<file path="config.mk">
export PLATFORM = sky130hd
export DESIGN_NAME = seq_multiplier_n_flat
export DESIGN_NICKNAME = d
export VERILOG_FILES = /design/src/rtl/seq_multiplier_n_if.sv /design/src/rtl/seq_multiplier_n.sv /design/src/flat_wrapper.sv
export SDC_FILE = /design/constraint.sdc
export NUM_CORES = 1
export LEC_CHECK = 0
export ABC_AREA = 1
export CAP_MARGIN = 10
export CORE_MARGIN = 2
export CORE_UTILIZATION = 48
export DETAILED_ROUTE_END_ITERATION = 10
export HOLD_SLACK_MARGIN = 0.03
export PLACE_DENSITY = 0.74
export SLEW_MARGIN = 20
export SYNTH_ARGS = -nofsm -noshare
export SYNTH_HDL_FRONTEND = slang
export SYNTH_SLANG_ARGS = --single-unit
</file>
<file path="constraint.sdc">
create_clock -name clk -period 1.6 [get_ports clk]
set_input_delay 0.48 -clock clk [delete_from_list [all_inputs] [get_ports clk]]
set_output_delay 0.48 -clock clk [all_outputs]
set_load 0.02 [all_outputs]
</file>
<file path="src/rtl/seq_multiplier_n_if.sv">
// Handshake and operand bundle between a datapath controller and seq_multiplier_n.
// The controller owns the master side; the multiplier owns the slave side.
interface seq_multiplier_n_if #(
  parameter int WIDTH = 4
);
  logic               enable;
  logic               start;
  logic               signed_mode;
  logic [WIDTH-1:0]   a;
  logic [WIDTH-1:0]   b;
  logic               busy;
  logic               done;
  logic [2*WIDTH-1:0] out;

  modport master (
    output enable, start, signed_mode, a, b,
    input  busy, done, out
  );

  modport slave (
    input  enable, start, signed_mode, a, b,
    output busy, done, out
  );
endinterface

</file>
<file path="src/rtl/seq_multiplier_n.sv">
// Radix-2 shift-add multiplier working on operand magnitudes, with the sign
// re-applied to the full 2*WIDTH-bit product on the final iteration.
module seq_multiplier_n #(
  parameter int WIDTH = 4,
  parameter int CNT_W = $clog2(WIDTH + 1)
) (
  input logic               clk,
  input logic               rst_n,
  seq_multiplier_n_if.slave bus
);

  typedef enum logic {IDLE, CALC} state_t;

  localparam logic [CNT_W-1:0] LAST = CNT_W'(WIDTH - 1);

  state_t               state, state_nxt;
  logic [2*WIDTH-1:0]   acc, acc_nxt;
  logic [WIDTH-1:0]     mcand, mcand_nxt;
  logic [WIDTH-1:0]     mplier, mplier_nxt;
  logic                 neg, neg_nxt;
  logic [CNT_W-1:0]     cnt, cnt_nxt;
  logic [2*WIDTH-1:0]   out_r, out_nxt;
  logic                 done_r, done_nxt;
  logic [WIDTH:0]       sum;
  logic [2*WIDTH-1:0]   shifted;

  // Every register, done included, is frozen on an edge with enable low.
  always_ff @(posedge clk) begin
    if (!rst_n) begin
      state  <= IDLE;
      acc    <= '0;
      mcand  <= '0;
      mplier <= '0;
      neg    <= 1'b0;
      cnt    <= '0;
      out_r  <= '0;
      done_r <= 1'b0;
    end else if (bus.enable) begin
      state  <= state_nxt;
      acc    <= acc_nxt;
      mcand  <= mcand_nxt;
      mplier <= mplier_nxt;
      neg    <= neg_nxt;
      cnt    <= cnt_nxt;
      out_r  <= out_nxt;
      done_r <= done_nxt;
    end
  end

  always_comb begin
    state_nxt  = state;
    acc_nxt    = acc;
    mcand_nxt  = mcand;
    mplier_nxt = mplier;
    neg_nxt    = neg;
    cnt_nxt    = cnt;
    out_nxt    = out_r;
    done_nxt   = done_r;

    // The carry out of the upper-half add becomes the new MSB after the shift.
    sum     = {1'b0, acc[2*WIDTH-1:WIDTH]} + {1'b0, mcand};
    shifted = mplier[0] ? {sum, acc[WIDTH-1:1]} : {1'b0, acc[2*WIDTH-1:1]};

    case (state)
      IDLE: begin
        done_nxt = 1'b0;
        if (bus.start) begin
          // -(most negative) wraps to 2^(WIDTH-1), which is the correct unsigned magnitude.
          mcand_nxt  = (bus.signed_mode && bus.a[WIDTH-1]) ? -bus.a : bus.a;
          mplier_nxt = (bus.signed_mode && bus.b[WIDTH-1]) ? -bus.b : bus.b;
          neg_nxt    = bus.signed_mode & (bus.a[WIDTH-1] ^ bus.b[WIDTH-1]);
          acc_nxt    = '0;
          cnt_nxt    = '0;
          state_nxt  = CALC;
        end
      end
      CALC: begin
        acc_nxt    = shifted;
        mplier_nxt = mplier >> 1;
        cnt_nxt    = cnt + CNT_W'(1);
        if (cnt == LAST) begin
          out_nxt   = neg ? -shifted : shifted;
          done_nxt  = 1'b1;
          state_nxt = IDLE;
        end
      end
      default: state_nxt = IDLE;
    endcase
  end

  assign bus.busy = (state == CALC);
  assign bus.done = done_r;
  assign bus.out  = out_r;

endmodule

</file>
<file path="src/flat_wrapper.sv">
// flat-port wrapper written by rule: the top's interface ports become plain ports
module seq_multiplier_n_flat 
#(
  parameter int WIDTH = 4,
  parameter int CNT_W = $clog2(WIDTH + 1)
)
  (clk, rst_n, bus_enable, bus_start, bus_signed_mode, bus_a, bus_b, bus_busy, bus_done, bus_out);
  seq_multiplier_n_if #(.WIDTH(WIDTH)) bus_i ();
  input logic clk;
  input logic rst_n;
  input wire logic [$bits(bus_i.enable)-1:0] bus_enable;
  input wire logic [$bits(bus_i.start)-1:0] bus_start;
  input wire logic [$bits(bus_i.signed_mode)-1:0] bus_signed_mode;
  input wire logic [$bits(bus_i.a)-1:0] bus_a;
  input wire logic [$bits(bus_i.b)-1:0] bus_b;
  output wire logic [$bits(bus_i.busy)-1:0] bus_busy;
  output wire logic [$bits(bus_i.done)-1:0] bus_done;
  output wire logic [$bits(bus_i.out)-1:0] bus_out;
  assign bus_i.enable = bus_enable;
  assign bus_i.start = bus_start;
  assign bus_i.signed_mode = bus_signed_mode;
  assign bus_i.a = bus_a;
  assign bus_i.b = bus_b;
  assign bus_busy = bus_i.busy;
  assign bus_done = bus_i.done;
  assign bus_out = bus_i.out;
  seq_multiplier_n #(.WIDTH(WIDTH), .CNT_W(CNT_W)) u_core (.clk(clk), .rst_n(rst_n), .bus(bus_i));
endmodule
</file>
## Word level (Yosys, flattened, before mapping)

Cells that the tools add are included.

- Reductions and logical operators: 6
- Divide/modulo/power cells: 0
- Add/subtract/negate cells: 5
- Equality and inequality tests: 3
- Bitwise logic cells: 3
- Multiplexer cells: 15
- Shift-type cells: 0
- Multipliers: 0
- Magnitude comparators: 0

Operator list:

| cell | number |
|---|---|
| $mux 8 | 3 |
| $pmux 8 s2 | 1 |
| $mux 4 | 3 |
| $neg 4->4 | 2 |
| $neg 8->8 | 1 |
| $pmux 4 s2 | 1 |
| $pmux 3 s2 | 1 |
| $reduce_and 3->1 | 2 |
| $add 4x4->5 | 1 |
| $ne 2x2->1 const B | 2 |
| $pmux 1 s2 | 2 |
| $reduce_and 2->1 | 2 |
| $add 3x1->3 const B | 1 |
| $eq 3x2->1 const B | 1 |
| $mux 1 | 3 |
| $mux 3 | 1 |
| $logic_and 1x1->1 | 2 |
| $and 1x1->1 | 1 |
| $not 1->1 | 1 |
| $xor 1x1->1 | 1 |

- Memories kept: 0
- Bits in read-only memories: 0
- Logic and storage cells: 40
- Bits in writable memories: 0
- Output and inout bits: 10
- Flip-flop bits (word level): 30
- Input port bits: 13
- Bits in latches: 0

## Longest topological paths before layout

- Depth after elaboration: 4
- Mapped depth: 12
- Gate-level depth less buffers: 12

## Worst setup path before layout

OpenSTA, ideal clock, no wires.

- Path type: flip-flop to flip-flop
- From: register u_core.acc[4]
- To: register u_core.out_r[7], in the netlist u_core.bus.out[7]
- Clock period less this slack: 1.691 ns
- Data required time: 1.485 ns
- Cell stages (with the launch flop): 13
- Buffers on the path: 0
- Arrival time: 1.577 ns
- Setup time: 0.115 ns
- Slack: -0.091 ns
- Cells stage by stage: dfxtp_1 ha_1 fa_1 inv_1 nand2_1 nand2_2 nand3_2 nor2_2 nand3_2 nand3_1 nand2_1 nor2_1 nor2_1

- Longest elaborated chain between the ends: 4

RTL lines:

| item | RTL line | text |
|---|---|---|
| from (decl) | seq_multiplier_n.sv:17 | `logic [2*WIDTH-1:0] acc, acc_nxt;` |
| from (signal assigned) | seq_multiplier_n.sv:40 | `acc <= acc_nxt;` |
| $add 4x4->5 | seq_multiplier_n.sv:61 | `sum = {1'b0, acc[2*WIDTH-1:WIDTH]} + {1'b0, mcand};` |
| $mux 8 * | seq_multiplier_n.sv:62 | `shifted = mplier[0] ? {sum, acc[WIDTH-1:1]} : {1'b0, acc[2*WIDTH-1:1]};` |
| $neg 8->8 | seq_multiplier_n.sv:82 | `out_nxt = neg ? -shifted : shifted;` |
| $mux 8 * | seq_multiplier_n.sv:82 |  |
| to (signal assigned) | seq_multiplier_n.sv:45 | `out_r <= out_nxt;` |
| to (decl) | seq_multiplier_n.sv:22 | `logic [2*WIDTH-1:0] out_r, out_nxt;` |

Every way passes the cells marked *; elsewhere a longest branch is shown, timed or not.
A chain may end at the register's enable or synchronous reset.

## Worst setup path after layout

- From: register u_core.mcand[0]
- To: register u_core.out_r[5], in the netlist u_core.bus.out[5]

- Longest elaborated chain between the ends: 4

RTL lines:

| item | RTL line | text |
|---|---|---|
| from (decl) | seq_multiplier_n.sv:18 | `logic [WIDTH-1:0] mcand, mcand_nxt;` |
| from (signal assigned) | seq_multiplier_n.sv:41 | `mcand <= mcand_nxt;` |
| $add 4x4->5 * | seq_multiplier_n.sv:61 |  |
| $mux 8 * | seq_multiplier_n.sv:62 |  |
| $neg 8->8 | seq_multiplier_n.sv:82 |  |
| $mux 8 * | seq_multiplier_n.sv:82 |  |

Marks and branches as above.

==> flow_metrics.env <==
export IMPL_start_kind="flop"
export IMPL_clockRootBuffer="clkbuf_4"
export IMPL_fp_dieW_um=62.30
export IMPL_min_period_ns=1.743
export IMPL_cts_htree_levels=2
export IMPL_setup_viol=3
export IMPL_syn_avg_cell_area_um2=7.660
export IMPL_finalHoldViolations=0
export IMPL_overflow=0
export IMPL_io_pins=23
export IMPL_route_detailed_drc=0
export IMPL_core_area_mm2=0.003311
export IMPL_power_share_switching_pct=27.43
export IMPL_crit_family="adder cells"
export IMPL_worst_pin_slew_ns=0.4189
export IMPL_rows=21
export IMPL_p_clk_share_pct=30.0
export IMPL_drt_iter0_drc=39
export IMPL_die_h_um=62.30
export IMPL_worst_slack_ns=-0.1432
export IMPL_cp_buffers_inverters=2
export IMPL_cts_sinks=29
export IMPL_critPathCaptureType="flop"
export IMPL_synth_seq_cells=29
export IMPL_yosys_top_cells_area="dfxtp_1 (36%), nand2_1 (10%), a21oi_1 (7.1%)"
export IMPL_synth_cell_types=33
export IMPL_vias=1516
export IMPL_dpl_worst_slack_ns=-0.1958
export IMPL_yosys_area_top_type="dfxtp_1"
export IMPL_power_density_mw_per_mm2=673.3
export IMPL_area_growth_pct=36.20
export IMPL_dr_pass1_iters=4
export IMPL_cp_cell_sequence="ha_4 > fa_2 > inv_2 > nand2_2 > nand2_4 > nand3_4 > nand2_2 > xor2_1 > nand2_1 > o211ai_1 > inv_1"
export IMPL_cp_data_required_time_ns=1.83
export IMPL_grt_pass1_wl_um=6258
export IMPL_drt_wl_total_um=3399
export IMPL_synth_top_area_share_pct=35.58
export IMPL_ys_seq_area_share_pct=35.58
export IMPL_ctsLongestPathBuffers=2
export IMPL_power_leakage_nw=1.013
export IMPL_outcome="complete, but fails checks"
export IMPL_p_comb_share_pct=18.7
export IMPL_synthArstFlopShare_pct=0
export IMPL_drive_above_1_share_pct=27.99
export IMPL_rsz0062_at_grt="true"
export IMPL_synth_cell_area_mm2=0.001632
export IMPL_violations="setup timing"
export IMPL_critPathMaxStageDelay_ns=0.52
export IMPL_cpMostUsedCell="nand2_2"
export IMPL_crit_type="flop to flop"
export IMPL_syn_num_nets=236
export IMPL_cts_buffers=5
export IMPL_grt_max_degree=13
export IMPL_synth_most_common_cell="nand2_1"
export IMPL_wl_per_cell_um=10.82
export IMPL_slew_headroom_pct=72.04
export IMPL_ys_flop_type="dfxtp_1"
export IMPL_cp_max_fo=3
export IMPL_viasPerCell=4.828
export IMPL_fin_nets=291
export IMPL_ant_nets=0
export IMPL_maxSlewViolCount=0
export IMPL_cell_internal_pwr_w=0.001086
export IMPL_fmaxAchievable_mhz=573.7
export IMPL_start_util_pct=49.28
export IMPL_slowest_stage="fa_2"
export IMPL_synth_edf_count=0
export IMPL_clk_latency_ns=0.33
export IMPL_antenna_found_initial=0
export IMPL_cts_tree="built"
export IMPL_p_switching_w=0.0004104
export IMPL_worstPathArrival_ns=1.97
export IMPL_total_power_w=0.001496
export IMPL_clk_transition_reported_paths_ns=0.09
export IMPL_fin_setup_tns_ns=-0.3675
export IMPL_grt_use_total_pct=20.02
export IMPL_peakVddDrop_mv=0.5622
export IMPL_fin_crit_sh_pct=108.9
export IMPL_n_antenna_cell=0
export IMPL_fin_skew_ns=0.01116
export IMPL_dp_hpwl_um=2634
export IMPL_pwr_share_seq_pct=51.2
export IMPL_place_gp_congestion=0.8293
export IMPL_hold_ws_ns=0.4706
export IMPL_place_area_mm2=0.002123
export IMPL_cts_hold_buffers_added=0
export IMPL_final_area_mm2=0.002222
export IMPL_die_area_mm2=0.003881
export IMPL_synthTopCellsByCount="nand2_1 (45), dfxtp_1 (29), a21oi_1 (23), inv_1 (19), nand3_1 (10)"
export IMPL_syn_instance_count=213
export IMPL_drv_cap=0
export IMPL_ys_warn_count=0
export IMPL_hp_class="flop to flop"
export IMPL_port_buffers=22
export IMPL_grt_pass1_vias=1463
[power groups by stage]
stage | Clock [W] | Sequential, W | Combinational (W)
2_1_floorplan | 0 | 0.000776 | 0.000151
3_3_place_gp | 0 | 0.000781 | 0.000262
3_5_place_dp | 0 | 0.000782 | 0.000266
4_1_cts | 0.000464 | 0.000765 | 0.000265
5_1_grt | 0.000500 | 0.000769 | 0.000314
6_report | 0.000449 | 0.000767 | 0.000280
[final timing paths]
path                                  startpoint           endpoint  slack [ns]  depth (start not counted)
worst max-delay path             u_core.mcand[0]  u_core.bus.out[5]       -0.14                         11
worst min-delay path            u_core.mplier[3]   u_core.mplier[3]        0.47                          2
worst max register to register   u_core.mcand[0]  u_core.bus.out[5]       -0.14                         11
worst min register to register  u_core.mplier[3]   u_core.mplier[3]        0.47                          2
[worst register-to-register path: cells and delay by family, from the launching register on]
kind                     cells  cell delay (ns)
flip-flops                   1             0.34
buffers and inverters        2             0.08
AND/OR/NAND/NOR              5             0.31
AO/OA/AOI/OAI                1             0.08
adder cells (fa/ha/maj)      2             0.68
XOR/XNOR                     1             0.15
[sequential cells by signal, indices dropped and copies added (netlist names)]
signal / cells
u_core.bus.out: 8
u_core.acc: 7
u_core.mcand: 4
u_core.mplier: 4
u_core.cnt: 3
u_core.bus.busy: 1
u_core.bus.done: 1
u_core.neg: 1
[layout make-up]
type	instances	area (um2)
sequential	29	583.1
clock buffer	7	55.05
inverter	29	113.9
timing repair buffer	52	445.4
tap	46	57.56
fill	295	1089
multi-input combinational	151	967.2
[cell families after synthesis]
| kind of cell | Yosys count | synth area share [%] |
|---|---|---|
| buffers and inverters | 33 | 8.820 |
| adder cells (fa/ha/maj) | 10 | 8.129 |
| AND/OR/NAND/NOR | 81 | 25.38 |
| AO/OA/AOI/OAI | 54 | 18.86 |
| XOR/XNOR | 6 | 3.221 |
| flip-flops | 29 | 35.58 |
[cell usage in the layout, fill, tap and decap left out, types with 3 or more instances in the layout]
cell	count
inv_1	17
a211oi_1	3
nand3_1	8
nor2_1	9
inv_2	9
nor2_4	3
a21oi_1	21
buf_4	29
o21ai_1	9
nand2_1	41
xor2_1	4
clkdlybuf4s50_1	12
o21ai_0	9
dfxtp_1	27
dlygate4sd2_1	10
nand2_2	7
a21oi_2	3
clkbuf_4	5
nand2_4	5
nand3_2	4
ha_1	8
[metrics by stage]
stage | cells | utilization (%)
floorplan | 213 | -
global placement | 306 | 64.13
detailed placement | 306 | 64.13
CTS | 313 | 65.53
global route | 314 | 67.12
finish | 314 | 67.12
[routing by layer]
metal / part of all wire (%) / global-route usage, % / vias up
met2: 49 / 34.24 / 15
met4: 1.5 / 8.333 / 0
li1: - / - / 814
met3: 2.6 / 4.348 / 5
met1: 47 / 24.37 / 682
met5: 0 / 0 / -
[timing repair]
item                                    in CTS  in global routing
resized for setup                           12                 13
endpoints found under the setup margin      14                  7
buffers inserted                             0                  1
pin swaps                                    4                  7
(Power assumes the default switching activity.)
